### config.mk
export PLATFORM = sky130hd
export DESIGN_NAME = button_conditioner_flat
export DESIGN_NICKNAME = d
export VERILOG_FILES = /design/src/rtl/button_conditioner_pkg.sv /design/src/rtl/button_conditioner_if.sv /design/src/rtl/button_conditioner_channel.sv /design/src/rtl/button_conditioner.sv /design/src/flat_wrapper.sv
export SDC_FILE = /design/constraint.sdc
export NUM_CORES = 1
export LEC_CHECK = 0
export ABC_AREA = 1
export CORE_MARGIN = 2
export CORE_UTILIZATION = 40
export CTS_BUF_LIST = sky130_fd_sc_hd__clkbuf_16
export DETAILED_ROUTE_END_ITERATION = 6
export PLACE_DENSITY = 0.56
export SLEW_MARGIN = 20
export SYNTH_ARGS = -nofsm -noshare
export SYNTH_HDL_FRONTEND = slang
export SYNTH_SLANG_ARGS = --single-unit
export TNS_END_PERCENT = 5
### constraint.sdc
create_clock -name clk -period 1.62 [get_ports clk]
set_clock_uncertainty 0.15 [all_clocks]
set_input_delay 0.243 -clock clk [delete_from_list [all_inputs] [get_ports clk]]
set_output_delay 0.243 -clock clk [all_outputs]
set_load 0.05 [all_outputs]
### src/rtl/button_conditioner_pkg.sv
// Shared constants for the stopwatch front panel: channel map, debounce period
// and which buttons behave as toggles.
package button_conditioner_pkg;

  localparam int unsigned DB_CYCLES_DEFAULT = 500000;

  localparam int unsigned CH_SEL   = 0;
  localparam int unsigned CH_ADJ   = 1;
  localparam int unsigned CH_RST   = 2;
  localparam int unsigned CH_PAUSE = 3;

  localparam logic [3:0] TOGGLE_MASK_DEFAULT = 4'b1000;

  function automatic int unsigned cnt_width(input int unsigned db_cycles);
    return (db_cycles < 2) ? 1 : $clog2(db_cycles + 1);
  endfunction

endpackage

### src/rtl/button_conditioner_if.sv
// Button bundle: raw levels in, debounced level/event/toggle vectors out.
interface button_conditioner_if #(
  parameter int unsigned N_BTN = 4
);
  logic [N_BTN-1:0] btn_raw;
  logic [N_BTN-1:0] btn_level;
  logic [N_BTN-1:0] btn_press;
  logic [N_BTN-1:0] btn_release;
  logic [N_BTN-1:0] btn_toggle;

  modport master (
    output btn_raw,
    input  btn_level,
    input  btn_press,
    input  btn_release,
    input  btn_toggle
  );

  modport slave (
    input  btn_raw,
    output btn_level,
    output btn_press,
    output btn_release,
    output btn_toggle
  );
endinterface

### src/rtl/button_conditioner_channel.sv
// One button: two-flop synchronizer, stability counter, debounced level and
// registered single-cycle press/release pulses.
module btn_channel
  import button_conditioner_pkg::*;
#(
  parameter int unsigned DB_CYCLES = DB_CYCLES_DEFAULT
) (
  input  logic clk,
  input  logic rst,
  input  logic raw,
  output logic level,
  output logic press_pulse,
  output logic release_pulse
);

  localparam int unsigned     CW       = cnt_width(DB_CYCLES);
  localparam logic [CW-1:0]   CNT_LAST = CW'(DB_CYCLES - 1);

  logic          sync1;
  logic          sync2;
  logic          stable;
  logic [CW-1:0] count;
  logic          accept;

  // The new level is accepted on the same edge the count would reach DB_CYCLES.
  assign accept = (sync2 != stable) && (count == CNT_LAST);

  always_ff @(posedge clk) begin
    if (rst) begin
      sync1         <= 1'b0;
      sync2         <= 1'b0;
      stable        <= 1'b0;
      count         <= '0;
      press_pulse   <= 1'b0;
      release_pulse <= 1'b0;
    end else begin
      sync1         <= raw;
      sync2         <= sync1;
      press_pulse   <= accept && !stable;
      release_pulse <= accept && stable;
      if (sync2 == stable) begin
        count <= '0;
      end else if (accept) begin
        stable <= ~stable;
        count  <= '0;
      end else begin
        count <= count + CW'(1);
      end
    end
  end

  assign level = stable;

endmodule

### src/rtl/button_conditioner.sv
// Debounces N_BTN push buttons independently and keeps toggle latches for the
// channels selected by TOGGLE_MASK.
module button_conditioner
  import button_conditioner_pkg::*;
#(
  parameter int unsigned          N_BTN       = 4,
  parameter int unsigned          DB_CYCLES   = DB_CYCLES_DEFAULT,
  parameter logic [N_BTN-1:0]     TOGGLE_MASK = N_BTN'(TOGGLE_MASK_DEFAULT)
) (
  input  logic                 clk,
  input  logic                 rst,
  button_conditioner_if.slave  bus
);

  logic [N_BTN-1:0] level_v;
  logic [N_BTN-1:0] press_v;
  logic [N_BTN-1:0] release_v;
  logic [N_BTN-1:0] toggle_q;

  for (genvar i = 0; i < N_BTN; i++) begin : g_ch
    btn_channel #(
      .DB_CYCLES (DB_CYCLES)
    ) u_ch (
      .clk           (clk),
      .rst           (rst),
      .raw           (bus.btn_raw[i]),
      .level         (level_v[i]),
      .press_pulse   (press_v[i]),
      .release_pulse (release_v[i])
    );
  end

  // Unmasked bits never see a press term, so they hold their reset value of 0.
  always_ff @(posedge clk) begin
    if (rst) begin
      toggle_q <= '0;
    end else begin
      toggle_q <= toggle_q ^ (press_v & TOGGLE_MASK);
    end
  end

  assign bus.btn_level   = level_v;
  assign bus.btn_press   = press_v;
  assign bus.btn_release = release_v;
  assign bus.btn_toggle  = toggle_q;

endmodule
### src/flat_wrapper.sv
// flat-port wrapper written by rule: the top's interface ports become plain ports
module button_conditioner_flat import button_conditioner_pkg::*;
#(
  parameter int unsigned          N_BTN       = 4,
  parameter int unsigned          DB_CYCLES   = DB_CYCLES_DEFAULT,
  parameter logic [N_BTN-1:0]     TOGGLE_MASK = N_BTN'(TOGGLE_MASK_DEFAULT)
)
  (clk, rst, bus_btn_raw, bus_btn_level, bus_btn_press, bus_btn_release, bus_btn_toggle);
  button_conditioner_if #(.N_BTN(N_BTN)) bus_i ();
  input  logic clk;
  input  logic rst;
  input wire logic [$bits(bus_i.btn_raw)-1:0] bus_btn_raw;
  output wire logic [$bits(bus_i.btn_level)-1:0] bus_btn_level;
  output wire logic [$bits(bus_i.btn_press)-1:0] bus_btn_press;
  output wire logic [$bits(bus_i.btn_release)-1:0] bus_btn_release;
  output wire logic [$bits(bus_i.btn_toggle)-1:0] bus_btn_toggle;
  assign bus_i.btn_raw = bus_btn_raw;
  assign bus_btn_level = bus_i.btn_level;
  assign bus_btn_press = bus_i.btn_press;
  assign bus_btn_release = bus_i.btn_release;
  assign bus_btn_toggle = bus_i.btn_toggle;
  button_conditioner #(.N_BTN(N_BTN), .DB_CYCLES(DB_CYCLES), .TOGGLE_MASK(TOGGLE_MASK)) u_core (.clk(clk), .rst(rst), .bus(bus_i));
endmodule
== Word level (Yosys, flattened, before mapping) ==
Index checks and enable logic that the tools add are counted.
Cells by class
  add/subtract/negate cells: 4
  $mul: 0
  div/mod/pow operators: 0
  magnitude comparators: 0
  equality and inequality tests: 12
  shifts and indexed selects: 0
  mux-type cells: 0
  bitwise gates (word level): 9
  reduce and logical (&&, ||, !) cells: 24
Operators with widths (count)
  $add 19x1->19 const B: 4
  $eq 19x19->1 const B: 4
  $logic_and 1x1->1: 12
  $reduce_or 3->1: 4
  $not 1->1: 8
  $reduce_and 2->1: 4
  $eq 1x1->1: 4
  $logic_not 1->1: 4
  $ne 1x1->1: 4
  $xor 4x4->4: 1
Storage, ports and cells
  flip-flop bits (word level): 100
  bits in latches: 0
  RAM bits: 0
  bits in read-only memories: 0
  input bits: 6
  output and inout bits: 16
  word-level logic and storage cells: 74
  memories kept: 0

== Logic depth before layout (Yosys ltp) ==
Gate-level depths: netlist of run 1.
  depth in word-level cells: 3
  depth in mapped cells: 9
  gate-level depth less buffers: 9

== Hierarchy ==
A second synthesis of run 1 with hierarchy kept.
Second synthesis, totals
  cell total of the unflattened synthesis: 650
  area total of the unflattened synthesis: 4554.4 um2
Modules (own cells, without submodules)
  btn_channel: instances 4, cells each 160, area each 1122.3 um2, seq. area each 480.5 um2
  button_conditioner: instances 1, cells each 10, area each 65.1 um2, seq. area each 20.0 um2

== Worst setup path after synthesis of run 1 ==
OpenSTA, ideal clock, no wires.
  kind: register to register
  start point: register u_core.g_ch[2].u_ch.count[0]
  end point: register u_core.g_ch[2].u_ch.count[15]
  library setup time: 115 ps
  data arrival time: 1324 ps
  data required time: 1355 ps
  slack: 31 ps
  stages on the path, launching flop included: 8
  path buffers: 1
  period minus slack after synthesis: 1589 ps
  cells stage by stage: dfxtp_1 -> ha_1 -> nand3_2 -> nor2_2 -> nand3_2 -> nand2_4 -> buf_12 -> nor2_2
Between the ends
  longest elaborated chain between the ends: 3
  elaborated cells on any way between the ends: 4
  those cells by class: add/sub (1); eq/ne (1); reduce/logical (2)
Ends and longest elaborated chain
  start: declaration: RTL line button_conditioner_channel.sv:22  | logic [CW-1:0] count;
  start signal: assignment: RTL line button_conditioner_channel.sv:47  | count <= count + CW'(1);
  branches (longest 3 deep; another with $add 19x1->19)
Parallel ways; which one is timed is not known.
A chain may end at the register's enable or synchronous reset.

== Worst setup path after layout of run 1 ==
  start point: register u_core.g_ch[3].u_ch.count[1]
  end point: register u_core.g_ch[3].u_ch.count[18]
Between the ends
  longest elaborated chain between the ends: 3
  elaborated cells on any way between the ends: 4
  those cells by class: add/sub (1); eq/ne (1); reduce/logical (2)
Ends and longest elaborated chain (RTL line)
  start: declaration: button_conditioner_channel.sv:22
  start signal: assignment: button_conditioner_channel.sv:47
  branches (longest 3 deep; another with $add 19x1->19)
Parallel ways; which one is timed is not known.

==> results_tabular.tex, run 1 <==
\begin{tabular}{lr}
\hline
Metric & Value \\
\hline
\multicolumn{2}{l}{\textbf{Die}} \\
\quad Die width & $\sim$110 um \\
\quad Std cell rows & 39 \\
\quad Placeable core region & $\sim$12,000 um2 \\
\quad Total Die Area & 12,800 um2 \\
\quad I/O pin count & 22 \\
\quad Starting utilization of the core area & 0.413 \\
\quad Vertical die dimension & $\sim$110 um \\
\multicolumn{2}{l}{\textbf{Route}} \\
\quad Detail Route Antenna Nets & 0 \\
\quad Via Count & approximately 4,000 \\
\quad Wirelength per Cell & 11.7 um \\
\quad Initial drt markers & about 250 \\
\quad \# DRC & 2 \\
\quad Iteration count of the initial detailed-routing pass & 6 \\
\quad Detailed Route WL & 9.95 mm \\
\quad Vias per Instance & between 4 and 5 \\
\multicolumn{2}{l}{\textbf{Global routing}} \\
\quad Met3 Resource Use GR & 0.0493 \\
\quad GR Util met2 & 0.256 \\
\quad Pin count of the biggest net entering global routing & 20 \\
\quad Number of global-route vias before repair & 3,748 \\
\quad All-Layer GR Usage & 0.157 \\
\quad Met1 usage in global routing & 0.199 \\
\quad Wire length of the first global-routing pass & roughly 16 mm \\
\quad Total gr overflow & 0 \\
\quad Highest-utilization routing layer at the global route stage & met2 \\
\quad Antenna violations before repair & 0 \\
\multicolumn{2}{l}{\textbf{Power and ir drop}} \\
\quad Leakage power total & around 1.8 nW \\
\quad Net load switching power & around 0.97 mW \\
\quad Comb power frac & 0.025 \\
\quad Pwr/cell area & $\sim$800 nW/um2 \\
\quad Sequential Power Share & 0.526 \\
\quad Overall power & 4.57 mW \\
\quad Switching part of the total & 0.212 \\
\quad Internal cell power & roughly 3.6 mW \\
\quad Relative contribution of the clock network to total power & 0.449 \\
\quad Maximum ir drop on the vdd rail & 0.000503 V \\
\multicolumn{2}{l}{\textbf{CTS}} \\
\quad Number of H-tree branching levels & 3 \\
\quad Clk sink count & 97 \\
\quad Worst skew pair latency & about 0.35 ns \\
\quad Clock root cell & clkbuf\_16 \\
\quad Number of buffers inserted to repair setup after CTS & 0 \\
\quad Clock Path Buffers & 2 \\
\quad Number of buffers created by CTS & 9 \\
\quad Clk pin slew, worst setup/hold paths & around 0.060 ns \\
\quad TritonCTS clock tree & built \\
\multicolumn{2}{l}{\textbf{Timing}} \\
\quad Final hold vios & 0 \\
\quad Worst max-slew margin expressed relative to the limit & 0.664 \\
\quad Highest clock rate & between 600 and 700 MHz \\
\quad Final critical-path setup slack & 0.113 ns \\
\quad Total of endpoints with negative setup slack in the final report & 0 \\
\quad Hold slack & between 0.2 and 0.3 ns \\
\quad Final clock period utilization by the worst path & 0.930 \\
\quad Number of pins with negative max-slew slack in the final report & 0 \\
\quad Transition time at the pin with the least slew margin & $\sim$0.5 ns \\
\quad Setup TNS & 0 ns \\
\quad Final period demand of the worst path & roughly 1.5 ns \\
\multicolumn{2}{l}{\textbf{Logic synthesis}} \\
\quad Total of flip-flops plus latches after synthesis & between 90 and 100 \\
\quad Count of flip-flops with a built-in enable after synthesis & 0 \\
\quad Ranking of synthesized cells by area & dfxtp\_1 (41\%), nor2\_1 (13\%), nand2\_1 (11\%), inv\_1 (5.6\%), xor2\_1 (4.8\%) \\
\quad Avg Cell Area, Syn & around 7.2 um2 \\
\quad Ys flop type & dfxtp\_1 \\
\quad Total of warnings raised by yosys & 0 \\
\quad Area leader, netlist & dfxtp\_1 \\
\quad Distinct cells, synth & 30 \\
\quad Area share of the largest cell type after synthesis & 0.409 \\
\quad Share of synthesized registers carrying an async set or reset & 0 \\
\quad Post-Synthesis Cell Area & 4750 um2 \\
\quad Seq/Total Area, Yosys & 0.409 \\
\quad Post-synthesis instance total & approximately 660 \\
\multicolumn{2}{l}{\textbf{Min path}} \\
\quad Worst hold stages & 2 \\
\quad HP Class & register to register \\
\multicolumn{2}{l}{\textbf{Critical path}} \\
\quad Critical path class & register to register \\
\quad Arrival @ worst endpoint & around 1.6 ns \\
\quad Crit end category & register \\
\quad Critical Path Start Type & register \\
\quad Reg2Reg Depth & 8 \\
\quad Data required time at the worst endpoint & roughly 1.7 ns \\
\quad Maximum net fanout on the critical path & 5 \\
\multicolumn{2}{l}{\textbf{Placement}} \\
\quad DP Wirelength & slightly below 7 mm \\
\quad Routability congestion estimate from global placement & roughly 0.86 \\
\quad Count of buffers inserted at the top-level ports & 18 \\
\quad Pre-CTS WS & -0.00934 ns \\
\multicolumn{2}{l}{\textbf{Finish}} \\
\quad Fraction of final layout cells sized beyond drive strength 1 & 0.150 \\
\quad Synthesis-to-layout area growth & 20.1\% \\
\quad Layout fillers & between 1,000 and 1,500 \\
\quad Most frequent standard cell in the layout excluding fill and tap cells & nor2\_1 \\
\quad Most frequent cells in the layout & nor2\_1 (152), nand2\_1 (135), dfxtp\_1 (93) \\
\quad Final layout net count & 713 \\
\quad ANT cells & 0 \\
\multicolumn{2}{l}{\textbf{Status}} \\
\quad Status & complete, but fails checks \\
\quad Violations in the final reports & design-rule violations \\
\multicolumn{2}{l}{\textbf{Run}} \\
\quad Number of max-cap violations & 0 \\
\hline
\end{tabular}
-- per-stage QoR --
stage	utilization	instance area, um2	cells
3_5_place_dp	0.450	5180	829
4_1_cts	0.474	5460	845
3_3_place_gp	0.450	5180	829
5_1_grt	0.496	5710	851
6_report	0.496	5710	851
2_1_floorplan	-	4760	665
-- flip-flops by register name, summed over array words and instances (netlist names) --
register / count
u_core.g_ch.u_ch.sync2: 4
u_core.g_ch.u_ch.level: 4
u_core.g_ch.u_ch.sync1: 4
u_core.bus.btn_toggle: 1
u_core.g_ch.u_ch.press_pulse: 4
u_core.g_ch.u_ch.count: 76
u_core.g_ch.u_ch.release_pulse: 4
-- path summary, 6_finish.rpt --
path	start	to	slack [ns]
max	u_core.g_ch[3].u_ch.count[1]	u_core.g_ch[3].u_ch.count[18]	0.11
min	u_core.g_ch[3].u_ch.sync1	u_core.g_ch[3].u_ch.sync2	0.25
max reg2reg	u_core.g_ch[3].u_ch.count[1]	u_core.g_ch[3].u_ch.count[18]	0.11
min reg2reg	u_core.g_ch[3].u_ch.sync1	u_core.g_ch[3].u_ch.sync2	0.25
-- cells by family after synthesis --
logic type,synth area share
fa+ha+maj,0.0105
simple gates,0.375
compound gates,0.0247
flops,0.409
other cells,0.000789
xor+xnor,0.0866
buf+inv,0.0935
-- worst max-delay path, stage by stage, from the launching register on --
cell	delay [ns]
dfxtp_1	0.40
ha_4	0.18
nand3_4	0.10
nor2_2	0.12
nand2_1	0.11
nor2_1	0.15
nand3_1	0.08
nand2_1	0.07
nor2_1	0.04
-- routing by layer --
layer  routed length [um]  vias up
met2                 4610       54
met1                 4870     1790
li1                     -     2143
met5                    0        -
met3                  364       13
met4                  104        0
-- timing repair --
action,CTS,global route
setup endpoints to repair,0,78
gates resized for setup,0,36
hold buffers,0,0
-- power by group through the flow --
stage               Combinational (mW)  Clock, mW  Sequential (mW)
floorplan                       0.0726          0             2.46
global placement                0.0950          0             2.45
detailed placement              0.0956          0             2.46
CTS                             0.0959       2.13             2.40
global route                     0.126       2.23             2.40
finish                           0.113       2.05             2.40
-- cell type report --
class,instances,area (um2),area share
tap,143,179,0.0314
multi-input combinational,481,2620,0.458
inverter,72,270,0.0474
sequential,97,1950,0.341
clock inverter,7,55.1,0.00965
timing repair buffer,42,415,0.0728
clock buffer,9,225,0.0395
-- Yosys cell counts, types with 2 or more instances --
| cell type | instances |
|---|---|
| nand3_1 | 40 |
| nand2_2 | 2 |
| nand3_4 | 3 |
| or2_0 | 2 |
| xnor2_1 | 21 |
| nand3b_1 | 4 |
| buf_4 | 15 |
| nand2_1 | 135 |
| nor2_2 | 16 |
| ha_1 | 4 |
| buf_6 | 3 |
| nor2_4 | 3 |
| nor3_1 | 8 |
| nor2_1 | 159 |
| nand3_2 | 8 |
| dfxtp_1 | 97 |
| xor2_1 | 26 |
| nand4_1 | 16 |
| a21oi_1 | 14 |
| inv_1 | 71 |
| o21ai_0 | 7 |
No activity file was read; power rests on OpenSTA's default activity.
==> run 2: changes to the inputs <==
- ABC_CLOCK_PERIOD_IN_PS: not set -> 1620
- GPL_TIMING_DRIVEN: not set -> 0
==> run 2 against run 1 <==
Against the previous run: the run still ends with design-rule violations left; core utilization decreased by 0.58 points; sequential power about the same; fmax shrank 2.4%; largest cell class unchanged; largest power group unchanged; highest routed layer unchanged.
==> results_tabular.tex, run 2 (synthesis gave the netlist of run 1 again) <==
\begin{tabular}{lr}
\hline
Metric & Value \\
\hline
\multicolumn{2}{l}{\textbf{Placement}} \\
\quad DP Wirelength & a little under 7 mm \\
\quad Placement Cell Area & roughly 5000 um2 \\
\quad Number of instances in the placed design & between 800 and 900 \\
\quad Count of buffers inserted at the top-level ports & 17 \\
\quad Pre-CTS WS & -0.194 ns \\
\quad Routability congestion estimate from global placement & about 0.85 \\
\multicolumn{2}{l}{\textbf{Route}} \\
\quad Via Count & $\sim$4,000 \\
\quad Detailed Route WL & about 9.7 mm \\
\quad Iteration count of the initial detailed-routing pass & 6 \\
\quad \# DRC & 2 \\
\quad Vias per Instance & $\sim$4.7 \\
\quad Initial drt markers & between 150 and 200 \\
\quad Detail Route Antenna Nets & 0 \\
\quad Wirelength per Cell & between 10 and 15 um \\
\multicolumn{2}{l}{\textbf{CTS}} \\
\quad Number of H-tree branching levels & 3 \\
\quad Clk sink count & 97 \\
\quad Number of buffers created by CTS & 9 \\
\quad TritonCTS clock tree & built \\
\quad Hold\_buf cts & 0 \\
\quad Worst skew pair latency & 0.35 ns \\
\quad Clk pin slew, worst setup/hold paths & approximately 0.060 ns \\
\quad Clock Path Buffers & 2 \\
\quad Clock root cell & clkbuf\_16 \\
\multicolumn{2}{l}{\textbf{Power and ir drop}} \\
\quad Overall power & 4.76 mW \\
\quad Leakage power total & $\sim$1.8 nW \\
\quad Maximum ir drop on the vdd rail & roughly 0.00041 V \\
\quad Pwr/cell area & between 800 and 900 nW/um2 \\
\multicolumn{2}{l}{\textbf{Finish}} \\
\quad Final standard cell count with taps included and fillers excluded & 852 \\
\quad Most frequent standard cell in the layout excluding fill and tap cells & nor2\_1 \\
\quad Largest reg by FF count & u\_core.g\_ch.u\_ch.count \\
\quad Fraction of final layout cells sized beyond drive strength 1 & 0.166 \\
\quad Layout fillers & between 1,000 and 1,500 \\
\quad Combined area of the multi-input logic cells & approximately 2500 um2 \\
\quad Finished Cell Area & 5640 um2 \\
\quad Post-layout utilization of the core & 0.490 \\
\quad Final layout net count & approximately 710 \\
\quad Most frequent cells in the layout & nor2\_1 (149), nand2\_1 (134), dfxtp\_1 (88) \\
\quad Synthesis-to-layout area growth & 18.7\% \\
\quad ANT cells & 0 \\
\quad Seq. cell area & 1960 um2 \\
\quad Flip-flop count of the largest register after layout & between 70 and 80 \\
\multicolumn{2}{l}{\textbf{Die}} \\
\quad Vertical die dimension & $\sim$110 um \\
\quad I/O pin count & 22 \\
\quad Die width & $\sim$110 um \\
\quad Starting utilization of the core area & 0.413 \\
\quad Placeable core region & approximately 12,000 um2 \\
\quad Std cell rows & 39 \\
\quad Total Die Area & between 10,000 and 15,000 um2 \\
\multicolumn{2}{l}{\textbf{Critical path}} \\
\quad Worst path bufs/invs & 1 \\
\quad Critical Path Start Type & register \\
\quad Critical path, cell by cell & ha\_4 -> nand3\_4 -> nor2\_2 -> nand3\_2 -> buf\_4 -> nand3\_2 -> nor2\_1 \\
\quad Setup crit start & u\_core.g\_ch[3].u\_ch.count[1] \\
\quad Top Family by Delay on Critical Path & simple AND/OR/NAND/NOR gates \\
\quad Maximum net fanout on the critical path & 5 \\
\quad Critical path class & register to register \\
\quad CP max stage delay & slightly below 0.4 ns \\
\quad Launching point of the worst reg2reg path & u\_core.g\_ch[3].u\_ch.count[1] \\
\quad Crit end category & register \\
\quad Data required time at the worst endpoint & between 1.5 and 2 ns \\
\quad Worst path slowest cell & dfxtp\_1 \\
\quad Crit path top cell by count & nand3\_2 \\
\quad Arrival @ worst endpoint & roughly 1.6 ns \\
\multicolumn{2}{l}{\textbf{Timing}} \\
\quad Final critical-path setup slack & around 0.075 ns \\
\quad Number of pins with negative max-slew slack in the final report & 0 \\
\quad Highest clock rate & around 650 MHz \\
\quad Final period demand of the worst path & 1.55 ns \\
\quad Setup TNS & 0 ns \\
\quad Hold slack & between 0.2 and 0.25 ns \\
\quad Final hold vios & 0 \\
\quad Final clock period utilization by the worst path & 0.954 \\
\quad Total of endpoints with negative setup slack in the final report & 0 \\
\quad Unrepaired setup endpoints after global routing & true \\
\multicolumn{2}{l}{\textbf{Global routing}} \\
\quad All-Layer GR Usage & 0.158 \\
\quad Total gr overflow & 0 \\
\quad Pin count of the biggest net entering global routing & 16 \\
\quad Wire length of the first global-routing pass & 16.5 mm \\
\quad Antenna violations before repair & 0 \\
\quad Number of global-route vias before repair & between 3,000 and 4,000 \\
\multicolumn{2}{l}{\textbf{Status}} \\
\quad Violations in the final reports & design-rule violations \\
\quad Status & complete, but fails checks \\
\multicolumn{2}{l}{\textbf{Run}} \\
\quad Number of max-cap violations & 0 \\
\multicolumn{2}{l}{\textbf{Min path}} \\
\quad HP Class & input pin to register \\
\quad Hold wc startpoint & rst \\
\hline
\end{tabular}
==> run 2: final timing paths <==
path | end | cells after the start | slack (ns)
max | u_core.g_ch[3].u_ch.count[0] | 7 | 0.07
min | u_core.g_ch[1].u_ch.press_pulse | 2 | 0.22
max reg2reg | u_core.g_ch[3].u_ch.count[0] | 7 | 0.07
min reg2reg | u_core.g_ch[0].u_ch.sync2 | 2 | 0.25
==> run 2: final cells by class <==
class,instances,area share
multi-input combinational,476,0.449
sequential,97,0.348
inverter,72,0.0479
clock buffer,9,0.0399
timing repair buffer,27,0.0370
tap,143,0.0317
buffer,21,0.0315
clock inverter,7,0.0153
==> run 2: worst register-to-register path, cell delays in order, from the launching register on <==
cell     delay, ns
dfxtp_1       0.39
ha_4          0.17
nand3_4       0.12
nor2_2        0.16
nand3_2       0.12
buf_4         0.18
nand3_2       0.10
nor2_1        0.05
==> run 2: report_power, final <==
| group | internal (mW) | total [mW] | switching, mW | leakage [nW] |
|---|---|---|---|---|
| Sequential | 2.39 | 2.40 | 0.00792 | 0.788 |
| Clock | 1.34 | 2.25 | 0.915 | 0.158 |
| Combinational | 0.0405 | 0.108 | 0.0673 | 0.865 |
| Total | 3.77 | 4.76 | 0.990 | 1.81 |
==> run 2: repair_timing <==
action	4_1_cts	5_1_grt
endpoints found under the setup margin	74	50
resized for setup	59	25
hold endpoints to repair	0	0
gates cloned	0	1
pin swaps	1	5
setup buffers	0	10
==> run 2: layer usage <==
metal	routed length (um)	track usage	up-vias
met5	0	0	-
li1	-	-	2130
met2	4380	0.252	61
met1	4760	0.208	1806
met4	193	0.0748	0
met3	329	0.0279	17
